[src/rtl/calc_display_drv.sv]
// calc_display_drv: receives the calculator display stream, double-buffers the
// digits (shadow while printing, active once committed) and time-multiplexes
// eight seven-segment digits with leading-zero blanking and an "Erro" screen.
module calc_display_drv #(
  parameter int unsigned REFRESH_DIV   = 100000,
  parameter bit          BLANK_LEADING = 1'b1,
  parameter bit          SEG_ACT_LOW   = 1'b1
) (
  input  logic       clock,
  input  logic       reset,
  input  logic [1:0] status,
  input  logic [3:0] data,
  input  logic [3:0] pos,
  output logic [7:0] an,
  output logic [7:0] seg,
  output logic       frame_done,
  output logic       err
);

  typedef enum logic [1:0] {
    ST_ERROR = 2'b00,
    ST_BUSY  = 2'b01,
    ST_READY = 2'b10,
    ST_PRINT = 2'b11
  } status_e;

  localparam int unsigned CW       = $clog2(REFRESH_DIV);
  localparam logic [7:0]  OFF_MASK = SEG_ACT_LOW ? '1 : '0;

  status_e          st;
  status_e          status_q;
  logic             frame_start;
  logic             commit;
  logic [7:0][3:0]  shadow;
  logic [7:0][3:0]  shadow_d;
  logic [7:0][3:0]  active;

  logic [CW-1:0]    cnt;
  logic [2:0]       idx;
  logic             wrap;

  logic [3:0]       digit;
  logic             upper_zero;
  logic [6:0]       pat;
  logic [7:0]       an_sel;

  assign st          = status_e'(status);
  assign frame_start = (st == ST_PRINT) && (status_q != ST_PRINT);
  assign commit      = (status_q == ST_PRINT) && (st == ST_READY);
  assign wrap        = (cnt == CW'(REFRESH_DIV - 1));

  // Shadow update: clear on frame start before the write so stale digits vanish
  always_comb begin
    shadow_d = shadow;
    if (st == ST_PRINT) begin
      if (frame_start) begin
        shadow_d = '0;
      end
      if (!pos[3]) begin
        shadow_d[pos[2:0]] = data;
      end
    end
  end

  // Stream registers: status history, buffers, commit pulse and error flag
  always_ff @(posedge clock or posedge reset) begin
    if (reset) begin
      status_q   <= ST_ERROR;
      shadow     <= '0;
      active     <= '0;
      frame_done <= 1'b0;
      err        <= 1'b0;
    end else begin
      status_q   <= st;
      shadow     <= shadow_d;
      frame_done <= commit;
      if (commit) begin
        active <= shadow;
        err    <= 1'b0;
      end else if (st == ST_ERROR) begin
        err <= 1'b1;
      end
    end
  end

  // Refresh divider and digit scan index
  always_ff @(posedge clock or posedge reset) begin
    if (reset) begin
      cnt <= '0;
      idx <= '0;
    end else if (wrap) begin
      cnt <= '0;
      idx <= idx + 3'd1;
    end else begin
      cnt <= cnt + 1'b1;
    end
  end

  // Segment pattern for the currently scanned digit (active-high gfedcba)
  always_comb begin
    digit      = active[idx];
    upper_zero = ((active >> {idx, 2'b00}) == '0);
    pat        = '0;
    an_sel     = 8'd1 << idx;
    if (err) begin
      case (idx)
        3'd0:       pat = 7'h5C;
        3'd1, 3'd2: pat = 7'h50;
        3'd3:       pat = 7'h79;
        default:    pat = '0;
      endcase
    end else begin
      case (digit)
        4'd0:    pat = 7'h3F;
        4'd1:    pat = 7'h06;
        4'd2:    pat = 7'h5B;
        4'd3:    pat = 7'h4F;
        4'd4:    pat = 7'h66;
        4'd5:    pat = 7'h6D;
        4'd6:    pat = 7'h7D;
        4'd7:    pat = 7'h07;
        4'd8:    pat = 7'h7F;
        4'd9:    pat = 7'h6F;
        default: pat = '0;
      endcase
      if (BLANK_LEADING && (idx != 3'd0) && upper_zero) begin
        pat = '0;
      end
    end
  end

  // Registered board outputs, polarity applied last
  always_ff @(posedge clock or posedge reset) begin
    if (reset) begin
      an  <= OFF_MASK;
      seg <= OFF_MASK;
    end else begin
      an  <= an_sel ^ OFF_MASK;
      seg <= {1'b0, pat} ^ OFF_MASK;
    end
  end

endmodule

[config.mk]
export PLATFORM = sky130hd
export DESIGN_NAME = calc_display_drv
export DESIGN_NICKNAME = d
export VERILOG_FILES = /design/src/rtl/calc_display_drv.sv
export SDC_FILE = /design/constraint.sdc
export NUM_CORES = 1
export LEC_CHECK = 0
export BUFFER_PORTS_ARGS = -buffer_cell sky130_fd_sc_hd__buf_2
export CORE_ASPECT_RATIO = 0.8
export CORE_MARGIN = 4
export CORE_UTILIZATION = 35
export DETAILED_ROUTE_END_ITERATION = 7
export MAX_ROUTING_LAYER = met4
export SLEW_MARGIN = 20
export SYNTH_ARGS = -nofsm -noshare
export SYNTH_HDL_FRONTEND = slang
export SYNTH_SLANG_ARGS = --single-unit
[constraint.sdc]
create_clock -name clock -period 5.45 [get_ports clock]
set_clock_uncertainty 0.15 [all_clocks]
set_input_delay 0.545 -clock clock [delete_from_list [all_inputs] [get_ports clock]]
set_output_delay 0.545 -clock clock [all_outputs]
set_load 0.01 [all_outputs]
==> run metrics <==
outcome complete, no violations; Clock Pin Slew Worst Setup and Hold Paths 0.07 ns; slowest CP cell dfrtp_1; Final Hold Viols 0; CTS tree built; Clock Tree Buf Depth 2; most frequent cells in the layout nand2_1, dfrtp_1, a22o_1; worst slew pin tran 0.866 ns; synth top area cells dfrtp_1, nand2_1, dfstp_2, a22o_1, ha_1; Seq/Total Area, Yosys 54.6%; WP data required 5.58 ns; CTS Buf Count 9; peak supply drop 179 uV; critical path depth 8; antenna cell count 0; DRC 0; fin crit share 67.9%; distinct cell type count after synthesis 53; vias in the first global route 3333; Synth top area share 46.3%; Pins Over Slew Limit 0; YS warnings 0; Die W 138 um; Mapped Cells 456; clock insertion delay at the later pin of the skew report 0.34 ns; final WL 10200 um; placer congestion estimate 0.827; CP max stage delay 0.87 ns; gr ovfl total 0; Vias 3329; clk sinks 103; most common cell after layout, fill and taps aside nand2_1; CP max FO 21; Synth Flop Type dfrtp_1; htree depth 3; FF-to-FF Start idx[1]$_DFFE_PP0N_; number of hold buffers added after CTS 0; TNS Setup 0 ns; flop-to-flop setup slack 1.75 ns; Worst Path Class, Setup reg2reg; number of flops mapped to enable cells by yosys 0; Peak Freq 270 MHz; Reg2Reg Depth 8; worst path buffer plus inverter count 0; reg2reg end seg[2]$_DFF_PP1_; post-CTS sizing 0; #FFs+latches synth 103; initial antenna violation count 0; Std-Cell Core Area 13100 sq um; DP HPWL 7450 um; Final #Nets 501; FFs w/ async S/R, synth 100%; fraction of layout cells with a size suffix above 1 15.6%; largest net degree at the start of global routing 56; CP cell instances mux4_2 > mux2i_1 > ha_1 > o211ai_1 > nor4_1 > nand2_1 > o21ai_1 > o22a_1; Post-CTS Setup Inserts 0; post-layout power 1590 uW; CP Capture Type flip-flop; first-pass GRT wire length 17600 um; die height 112 um; static leakage 0.00257 uW; antenna violation net count after detailed routing 0; startpoint types flip-flop; max cap viols 0; Final setup viols 0; leading area contributor after synthesis dfrtp_1; Power Dens Cells 298 nW/um^2; HP Class in2async; DR pass1 iterations 4; Die Area 15500 sq um; starting density of the core 36.3%; fin crit period 3.70 ns; total track usage 14.3%; Wirelength per Cell 15.6 um; unrepaired setup endpoints after global routing false; Net Count, Synth 480; Slew Limit Headroom 41.9%; clock root cell clkbuf_16; syn_area_per_cell 10.4 sq um; 1st-iter DRT viols 190; I/O pin cnt 30; Port Buffers 28; Worst path top cell family by delay multiplexers; area grow syn2layout 12.0%; cell area after synthesis 4760 sq um; mean number of vias per cell 5.07; FP Rows 37; WP data arrival 3.83 ns
-- sequential cells by signal, summed over array words and instances (netlist names) --
signal / flops
active: 32
an: 8
cnt: 17
err: 1
frame_done: 1
idx: 3
seg: 7
shadow: 32
status_q: 2
-- power breakdown --
part	internal, uW	switching (uW)	total (uW)	leakage (uW)
Clock	356	268	624	0.000140
Sequential	799	22.9	822	0.00135
Combinational	55.0	89.4	144	0.00107
-- final cells by class --
type | count | area (sq um)
clock buffer | 11 | 233
clock inverter | 5 | 56.3
fill | 1288 | 7770
inverter | 14 | 55.1
multi-input combinational | 319 | 2020
sequential | 103 | 2600
tap | 175 | 219
timing repair buffer | 30 | 155
-- routing by layer --
layer	part of all wire (%)	vias up	track usage [%]
met5	0	-	-
met4	0.90	0	3.36
met3	4.8	8	3.28
met2	40	74	19.2
met1	54	1621	21.7
li1	-	1626	-
-- per-stage QoR --
stage	hold slack, ns	instance area (sq um)	std cells	worst slack [ns]	util [%]
floorplan	0.289	4760	456	2.08	-
global placement	0.316	5040	641	2.04	38.5
detailed placement	0.315	5040	641	1.82	38.5
CTS	0.140	5330	657	1.80	40.7
global route	0.185	5330	657	1.45	40.7
finish	0.122	5330	657	1.75	40.7
-- logic make-up (layout without fill, tap and decap cells) --
| group | Yosys count | in the layout | share of synthesized area, % |
|---|---|---|---|
| adders and majority gates | 12 | 12 | 3.16 |
| DFF | 103 | 103 | 54.6 |
| xor gates and xnor gates | 15 | 15 | 2.76 |
| and+or+nand+nor | 202 | 202 | 19.0 |
| muxes | 20 | 20 | 6.00 |
| buffers and inverters | 34 | 60 | 3.08 |
| AOI/OAI and AO/OA | 69 | 69 | 11.4 |
| other | 1 | 1 | 0.0788 |
-- how the worst max path moves through the flow --
stage                                   from                    end  slack, ns
after floorplan                        reset  active[0]$_DFFE_PP0P_       2.08
after global placement    idx[1]$_DFFE_PP0N_       seg[2]$_DFF_PP1_       2.04
after detailed placement  idx[1]$_DFFE_PP0N_       seg[2]$_DFF_PP1_       1.82
after CTS                 idx[1]$_DFFE_PP0N_       seg[2]$_DFF_PP1_       1.80
after global routing      idx[1]$_DFFE_PP0N_       seg[2]$_DFF_PP1_       1.45
final                     idx[1]$_DFFE_PP0N_       seg[2]$_DFF_PP1_       1.75
-- synthesized netlist by cell type (all sizes together) (2+ instances only) --
library cell,n
nor2,27
a22oi,2
mux2,2
inv,13
xnor2,9
clkbuf,8
nor4bb,2
o22ai,3
nand2b,2
xor2,6
nand2,119
nor4,13
ha,12
or3,2
and2,3
buf,12
a22o,33
mux2i,12
o21ai,15
nand3,11
and4,3
a21oi,3
dfstp,15
nor3,6
a21o,3
and3,2
mux4,6
nand4,5
dfrtp,88
nor2b,4
(Power assumes the default switching activity.)
